`src/rtl/pic_overlay_rd.sv`:
```
// Picture-in-picture read side: maps the HDMI raster onto a double-buffered
// picture RAM, swaps banks only at frame start and overlays the window on video.
module pic_overlay_rd #(
  parameter int          PIC_W      = 80,
  parameter int          PIC_H      = 80,
  parameter int          ADDR_W     = 16,
  parameter int          SCALE_LOG2 = 0,
  parameter bit          KEY_EN     = 1'b0,
  parameter logic [15:0] KEY_COLOR  = 16'hF81F
) (
  input  logic              hdmi_clk,
  input  logic              rst_n,
  input  logic              de,
  input  logic [11:0]       pic_x,
  input  logic [11:0]       pic_y,
  input  logic [15:0]       bg_pix,
  input  logic [11:0]       pos_x,
  input  logic [11:0]       pos_y,
  input  logic              swap_bytes,
  input  logic              bank_rdy_tgl,
  output logic [ADDR_W-1:0] ram_addr,
  output logic              ram_bank,
  input  logic [15:0]       ram_dout,
  output logic [15:0]       pix_out,
  output logic              de_out,
  output logic              swap_pulse,
  output logic              overrun
);

  typedef enum logic [1:0] {ST_IDLE, ST_ARMED, ST_RUN} state_t;

  localparam logic [12:0] WIN_W = 13'(PIC_W << SCALE_LOG2);
  localparam logic [12:0] WIN_H = 13'(PIC_H << SCALE_LOG2);

  state_t      state;
  logic        pending;
  logic [11:0] win_x, win_y;

  // S1: registered raster inputs
  logic        de_s1, swap_s1;
  logic [11:0] x_s1, y_s1, pos_x_s1, pos_y_s1;
  logic [15:0] bg_s1;

  // S2/S3: data travelling alongside the RAM access
  logic        de_s2, de_s3, win_s2, win_s3, swap_s2, swap_s3;
  logic [15:0] bg_s2, bg_s3;

  logic tgl_meta, tgl_sync, tgl_hist;

  logic              frame_start, rdy_edge, pend_next, do_swap, in_win, show_next;
  logic [11:0]       cur_x, cur_y;
  logic [12:0]       dx, dy;
  logic [ADDR_W-1:0] addr_calc;
  logic [15:0]       pic_word;
  logic              keyed;

  // NOTE: every signal assigned in always_comb gets a default first, so no path
  // leaves it unassigned and no latch is inferred.
  always_comb begin
    frame_start = de_s1 && (x_s1 == 12'd0) && (y_s1 == 12'd0);
    rdy_edge    = tgl_sync ^ tgl_hist;
    pend_next   = pending | rdy_edge;
    do_swap     = frame_start & pend_next;

    // The new window position applies from the frame-start pixel itself.
    cur_x = frame_start ? pos_x_s1 : win_x;
    cur_y = frame_start ? pos_y_s1 : win_y;

    // 13-bit compare: a window hanging off the right/bottom edge clips, never wraps.
    dx     = {1'b0, x_s1} - {1'b0, cur_x};
    dy     = {1'b0, y_s1} - {1'b0, cur_y};
    in_win = de_s1
          && (x_s1 >= cur_x) && ({1'b0, x_s1} < ({1'b0, cur_x} + WIN_W))
          && (y_s1 >= cur_y) && ({1'b0, y_s1} < ({1'b0, cur_y} + WIN_H));

    addr_calc = ADDR_W'(32'(dy >> SCALE_LOG2) * PIC_W + 32'(dx >> SCALE_LOG2));
    show_next = in_win && ((state == ST_RUN) || do_swap);

    pic_word = swap_s3 ? {ram_dout[7:0], ram_dout[15:8]} : ram_dout;
    keyed    = KEY_EN && (pic_word == KEY_COLOR);
  end

  // NOTE: sequential state uses non-blocking assignments only, so every flop
  // sees the pre-edge value of every other flop regardless of statement order.
  always_ff @(posedge hdmi_clk) begin
    if (!rst_n) begin
      state      <= ST_IDLE;
      pending    <= 1'b0;
      overrun    <= 1'b0;
      swap_pulse <= 1'b0;
      ram_bank   <= 1'b0;
      win_x      <= '0;
      win_y      <= '0;
    end else begin
      swap_pulse <= do_swap;
      if (frame_start) begin
        win_x <= pos_x_s1;
        win_y <= pos_y_s1;
      end
      if (do_swap) begin
        ram_bank <= ~ram_bank;
        pending  <= 1'b0;
      end else begin
        pending  <= pend_next;
      end
      // A second ready before the swap drops a frame; the bank flips only once.
      if (rdy_edge && pending && !frame_start)
        overrun <= 1'b1;

      case (state)
        ST_IDLE:  if (do_swap) state <= ST_RUN;
                  else if (pend_next) state <= ST_ARMED;
        ST_ARMED: if (do_swap) state <= ST_RUN;
        ST_RUN:   state <= ST_RUN;
        default:  state <= ST_IDLE;
      endcase
    end
  end

  // NOTE: rst_n is synchronous and clears every flop here, including the whole
  // pipeline, so a reset mid-frame leaves nothing stale in flight.
  always_ff @(posedge hdmi_clk) begin
    if (!rst_n) begin
      tgl_meta <= 1'b0;
      tgl_sync <= 1'b0;
      tgl_hist <= 1'b0;
      de_s1    <= 1'b0;
      swap_s1  <= 1'b0;
      x_s1     <= '0;
      y_s1     <= '0;
      pos_x_s1 <= '0;
      pos_y_s1 <= '0;
      bg_s1    <= '0;
      ram_addr <= '0;
      de_s2    <= 1'b0;
      win_s2   <= 1'b0;
      swap_s2  <= 1'b0;
      bg_s2    <= '0;
      de_s3    <= 1'b0;
      win_s3   <= 1'b0;
      swap_s3  <= 1'b0;
      bg_s3    <= '0;
      pix_out  <= '0;
      de_out   <= 1'b0;
    end else begin
      tgl_meta <= bank_rdy_tgl;
      tgl_sync <= tgl_meta;
      tgl_hist <= tgl_sync;

      de_s1    <= de;
      swap_s1  <= swap_bytes;
      x_s1     <= pic_x;
      y_s1     <= pic_y;
      pos_x_s1 <= pos_x;
      pos_y_s1 <= pos_y;
      bg_s1    <= bg_pix;

      if (in_win)
        ram_addr <= addr_calc;
      de_s2   <= de_s1;
      win_s2  <= show_next;
      swap_s2 <= swap_s1;
      bg_s2   <= bg_s1;

      de_s3   <= de_s2;
      win_s3  <= win_s2;
      swap_s3 <= swap_s2;
      bg_s3   <= bg_s2;

      pix_out <= (win_s3 && !keyed) ? pic_word : bg_s3;
      de_out  <= de_s3;
    end
  end

endmodule

```
`config.mk`:
```
export PLATFORM = sky130hd
export DESIGN_NAME = pic_overlay_rd
export DESIGN_NICKNAME = d
export VERILOG_FILES = /design/src/rtl/pic_overlay_rd.sv
export SDC_FILE = /design/constraint.sdc
export NUM_CORES = 1
export LEC_CHECK = 0
export BUFFER_PORTS_ARGS = -buffer_cell sky130_fd_sc_hd__buf_2
export CAP_MARGIN = 20
export CORE_UTILIZATION = 40
export DETAILED_ROUTE_END_ITERATION = 10
export GPL_ROUTABILITY_DRIVEN = 1
export SKIP_CTS_REPAIR_TIMING = 1
export SKIP_LAST_GASP = 1
export SYNTH_ARGS = -nofsm -noshare
export SYNTH_HDL_FRONTEND = slang
export SYNTH_SLANG_ARGS = --single-unit
```
`constraint.sdc`:
```
create_clock -name hdmi_clk -period 11.7 [get_ports hdmi_clk]
set_clock_uncertainty 0.2 [all_clocks]
set_input_delay 1.755 -clock hdmi_clk [delete_from_list [all_inputs] [get_ports hdmi_clk]]
set_output_delay 1.755 -clock hdmi_clk [all_outputs]
set_load 0.02 [all_outputs]
```
## After elaboration in Yosys (flattened, before gate mapping)

Index checks and enable logic that the tools add are counted.

- Memory bits (read-only): 0
- Input port bits: 85
- Bits in registers: 170
- Memories kept: 0
- Bits in latches: 0
- Word-level logic and storage cells: 71
- Bits in writable memories: 0
- Output and inout port bits: 36

- Bitwise gates (word level): 5
- Multiply operators: 1
- Magnitude comparators: 4
- Divide/modulo/power cells: 0
- Reductions and logical operators: 16
- Equality and inequality tests: 4
- Muxes and demuxes: 8
- Add/sub/neg operators: 5
- Shift operators: 0

Operator list:

| cell | number |
|---|---|
| two-way mux 16 bit | 2 |
| adder 12 x 7 -> 13 bit, second input constant | 2 |
| less-than comparator 12 x 13 -> 1 bit | 2 |
| subtractor 12 x 12 -> 13 bit | 2 |
| greater-or-equal comparator 12 bit | 2 |
| logical NOT 12 bit | 2 |
| two-way mux 12 bit | 2 |
| adder 16 x 13 -> 16 bit | 1 |
| multiplier 13 x 3 -> 12 bit, second input constant | 1 |
| logical AND 1 bit | 9 |
| two-way mux 2 bit | 3 |
| one-hot mux 2 bit (3 select lines) | 1 |
| != test 3 bit, second input constant | 1 |
| equality test 2 x 1 -> 1 bit, second input constant | 1 |
| equality test 2 bit, second input constant | 1 |
| logical NOT 2 bit | 1 |
| != test 2 bit, second input constant | 1 |
| NOT 1 bit | 2 |
| AND reduction 2 bit | 1 |
| OR reduction 2 bit | 1 |
| AND 1 bit | 1 |
| logical NOT 1 bit | 1 |
| logical OR 1 bit | 1 |
| bitwise OR 1 bit | 1 |
| XOR 1 bit | 1 |

## Depth between registers and ports, before layout

- Word-level depth: 10
- Depth in mapped cells: 30
- Gate-level depth less buffers: 27

## Worst setup path after synthesis

OpenSTA, ideal clock, no wires.

- Path kind: register to register
- From: reg x_s1[10]
- To: reg ram_addr[15]
- Stages on the path, launching flop included: 31
- Buffers on the path: 3
- Data arrival time: 5.733 ns
- Clock period less this slack: 6.013 ns
- Setup time: 0.079 ns
- Data required time: 11.421 ns
- Slack: 5.687 ns
- Cells stage by stage: dfxtp_1 -> nor4b_4 -> nand4_4 -> nor2_8 -> buf_4 -> buf_2 -> mux2i_1 -> ha_1 -> inv_1 -> nor4_1 -> nand3_1 -> o311a_2 -> nand2_1 -> a21o_1 -> a21o_1 -> a21oi_1 -> xnor2_1 -> ha_1 -> ha_1 -> clkbuf_1 -> nand3_1 -> o211ai_1 -> nor2_1 -> xnor2_1 -> ha_1 -> nand2_1 -> o21a_1 -> a211oi_2 -> xnor2_2 -> xnor2_1 -> a211oi_2

- Cells in the longest elaborated chain, start to end: 9
- Elaborated cells on any way between the ends: 19

Ends and longest elaborated chain:

| item | RTL line | source |
|---|---|---|
| start: declaration | 41 | `logic [11:0] x_s1, y_s1, pos_x_s1, pos_y_s1;` |
| start signal: assignment | 152 | `x_s1 <= pic_x;` |
| branches (longest 9 deep; another with adder 16 x 13 -> 16 bit) | - |  |
| end signal: assignment | 159 | `ram_addr <= addr_calc;` |
| end: declaration | 21 | `output logic [ADDR_W-1:0] ram_addr,` |

Several ways; the timed one is not identified.
A chain may end at the register's enable or synchronous reset.

## Final worst setup path

- From: reg y_s1[5]
- To: reg ram_addr[15]

- Cells in the longest elaborated chain, start to end: 8
- Elaborated cells on any way between the ends: 18

Ends and longest elaborated chain:

| item | RTL line | source |
|---|---|---|
| start: declaration | 41 |  |
| start signal: assignment | 153 | `y_s1 <= pic_y;` |
| branches (longest 8 deep; another with adder 16 x 13 -> 16 bit) | - |  |

Several ways; the timed one is not identified.

==> results.txt <==
The run finished with clean final reports. In this run the worst path has a maximum fanout of 35. The setup slack of the worst register-to-register path was 5.16 ns; the area of the core was 20170 µm².

After filler insertion, the fill cell instance count of the layout stands at 1953. TritonCTS built the clock tree. The routed length per instance is 14.32 µm. During synthesis, Yosys emitted a total of 0 warnings. The global-route track usage on met1 was 0.2503; the synthesized net count was 996. The first-pass iteration count of the detailed router came out at 4. met1 is the most crowded layer. Start point of the worst hold path: bg_s2[11]. Period utilization: 0.5590. The synthesized design contains 0 enable-type register cells. The total track usage came out at 0.1721. Entering global routing, the biggest net connects 114 pins. The met2 layer usage reported by global route was 0.2495. The run gives 0 as the number of routed nets with antenna violations.

The mux share of post-synthesis cell area is 0.06992. Via density per instance: 4.760. Clock tree synthesis inserted a total of 17 buffers.

The worst path needs 6.540 ns of the cycle, external delays included. Number of antenna violations at the first check in global routing: 0. Each instance of the synthesized netlist takes up on average 9.814 µm². The tools report the total count of hold-check failures in the final report as 0. In this run the number of H-tree levels came out at 4.

For the post-DP HPWL, the log shows 13430 µm. In this run the critical register-to-register path is captured at ram_addr[15]. The post-synth design cell area came out at 8214 µm². Kind of path behind the tightest hold check: flip-flop to flip-flop. Broken down by cell family, the worst path's largest delay share belongs to compound AO/OA/AOI/OAI gates. The dominant combinational cell family by area after synthesis is simple AND/OR/NAND/NOR gates. Routability-driven placement finished with a final weighted congestion of 0.8875.

Adding up every negative setup slack in the final design gives 0 ns. STA classifies the critical path startpoint as a flip-flop. Data arrives at the worst endpoint at 6.69 ns. The run gives 1201 as the instance count after placement with tap cells included.

The number of cells on the worst reg-to-reg path is 27. Based on the critical path, the design can be clocked at up to 152.9 MHz. The buffering stage count on the worst path with inverters included was 1.

Number of global-route vias before repair: 5538. The flip-flop and latch count after synthesis was 170; the total of max-cap violations was 0. Fraction of the mapped netlist area in simple logic gates: 0.1936. The post-synthesis share of cell area spent on xor and xnor gates works out to 0.05834. The starting density of the core is 0.4073. The leakage power total was 4.269 nW. Setup repair after global routing left no endpoint under its margin. The tools report the number of remaining DRC errors as 0. The share of layout cells above drive strength 1 is 0.1880. With fillers left out, the area of the finished cells amounts to 9662 µm². The later pin in the worst-skew pair is clocked with a latency of 0.43 ns. The tools report the headroom to the max-slew limit as 0.2851.

The run gives 0.4143 as the sequential cell area fraction in the yosys report. The logs give 0.04182 for the global-route track usage on met3 and 52 for the floorplan row count. From synthesis to final layout, the design area changed by 17.62%. Hold timing on the final database bottoms out at a slack of 0.2282 ns.

The critical path is of the flip-flop to flip-flop type. The library cell used most frequently in the layout, excluding fill and tap cells, is sky130_fd_sc_hd__dfxtp_1. The instance count along the most critical hold path was 1. The startpoint identified for the worst register-to-register timing path is y_s1[5]. The floorplan step set the die width to 145.3 µm.

The path with the worst hold slack has its endpoint at bg_s3[11]. The type of element capturing the critical path was a flip-flop. The top cell types in the final layout, fill and taps aside, are sky130_fd_sc_hd__dfxtp_1 (170), sky130_fd_sc_hd__buf_2 (120), sky130_fd_sc_hd__and2_1 (111), sky130_fd_sc_hd__nor2_1 (86), sky130_fd_sc_hd__ha_1 (71). The slowest stage of the critical path belongs to the cell sky130_fd_sc_hd__nor2_8. The tools report the count of pins on the block boundary as 121. Clock slew at the register clock pins of the worst setup and hold paths: 0.07 ns. The flip-flop cell with the highest count after synthesis was sky130_fd_sc_hd__dfxtp_1.

The logs give 0 for the number of max-slew violations in the final report and 9045 µm² for the placement-stage cell area. At the pin with the least slew margin, the transition time is 1.071 ns. The number of buffer cells added on primary ports is 120. Synthesis produced 837 cells.

0 antenna diodes ended up in the layout. The post-layout worst setup margin was 5.160 ns; the vertical die dimension was 145.3 µm. The run gives 2 as the deepest clock path buffer count.

Setup violations remaining at the end of the flow were counted as 0. The synthesized-area fraction occupied by ao, oa, aoi and oai cells is 0.1156, and the adder-cell share of the synthesized area is 0.1155. Post-place setup slack: 5.192 ns. For this block, the via count after detailed routing is 5869.

The total number of nets in the final design is 1109, and the highest cell delay on the worst timing path is 0.59 ns. The routed design has 17650 µm of wire. VDD sags by at most 0.1037 mV.

The library cell appearing most often on the critical path is sky130_fd_sc_hd__ha_1. Clock tree synthesis selected as its root buffer the cell sky130_fd_sc_hd__clkbuf_16. The critical path data required time was 11.85 ns.

Total die area: 21110 µm². Clock tree synthesis found a total of 170 sinks. For this design the ratio of total power to cell area is 159.1 nW/µm².

Synthesis instantiated 68 different standard cells from the library. The tools report the number of violations reported at the end of detailed-routing iteration 0 as 222. The tools report the post-route non-filler standard cell count as 1233.

The first global-routing pass estimated 28350 µm of wire. The tools report the aggregate global routing overflow as 0. The share of flip-flops with an asynchronous set or reset after synthesis works out to 0.
## synth_stat cells, drive strengths merged (2+ instances only)
cell type	n	area, µm²
a2111oi	2	36.29
a211oi	22	190.2
a21boi	2	15.01
a21o	14	105.1
a21oi	33	176.4
a221oi	2	23.77
a31oi	6	37.54
and2	111	694.4
and3	7	45.05
buf	5	40.04
clkbuf	24	90.09
dfxtp	170	3403
fa	3	60.06
ha	71	888.4
inv	37	138.9
mux2	3	33.78
mux2i	54	540.5
nand2	25	93.84
nand2b	4	25.02
nand3	11	60.06
nand4	3	33.78
nor2	87	342.8
nor2b	12	82.58
nor3	9	50.05
nor3b	2	15.01
nor4	8	92.58
o211ai	4	30.03
o21a	9	67.56
o21ai	19	95.09
o21bai	6	45.04
o311a	3	31.28
xnor2	38	340.3
xor2	15	138.9
## layout make-up
| cell class | count | area, µm² | share of cell area |
|---|---|---|---|
| inverter | 37 | 138.9 | 0.01437 |
| timing repair buffer | 123 | 623.1 | 0.06449 |
| tap | 270 | 337.8 | 0.03497 |
| multi-input combinational | 601 | 4542 | 0.4701 |
| sequential | 170 | 3403 | 0.3522 |
| clock buffer | 19 | 432.9 | 0.04481 |
| clock inverter | 13 | 183.9 | 0.01904 |
## routing by layer
| metal | wire length, µm | up-vias |
|---|---|---|
| li1 | - | 3089 |
| met1 | 9582 | 2661 |
| met2 | 7225 | 103 |
| met3 | 636 | 16 |
| met4 | 209 | 0 |
| met5 | 0 | - |
## report_power, final
part	internal, mW	total [mW]	switching [mW]	leakage, nW
clock	0.344	0.594	0.250	0.297
sequential	0.600	0.613	0.0135	1.39
combinational	0.159	0.330	0.171	2.58
## cell families after synthesis
kind of cell             Yosys count
AND/OR/NAND/NOR                  284
flip-flops                       170
AO/OA/AOI/OAI                    133
adder cells (fa/ha/maj)           74
buffers and inverters             66
multiplexers                      57
XOR/XNOR                          53
## stage by stage
step	utilization	power, mW
floorplan	-	0.8834
global placement	0.4484	0.9544
global route	0.4790	1.615
finish	0.4790	1.537
detailed placement	0.4484	0.9574
CTS	0.4790	1.551
## worst max path at each step
stage / startpoint / cells after the start / endpoint
finish: y_s1[5] / 27 / ram_addr[15]
global route: y_s1[5] / 27 / ram_addr[15]
CTS: y_s1[5] / 27 / ram_addr[15]
detailed placement: y_s1[5] / 27 / ram_addr[15]
global placement: y_s1[5] / 27 / ram_addr[15]
floorplan: x_s1[10] / 30 / ram_addr[15]
## registers in the layout, indices dropped and copies added, names as in the netlist, 2 cells and up
register and count:
bg_s1 16, bg_s2 16, bg_s3 16, pix_out 16
ram_addr 16, pos_x_s1 12, pos_y_s1 12, win_x 12
win_y 12, x_s1 12, y_s1 12, state 2
Power figures use the tool's default switching activity.
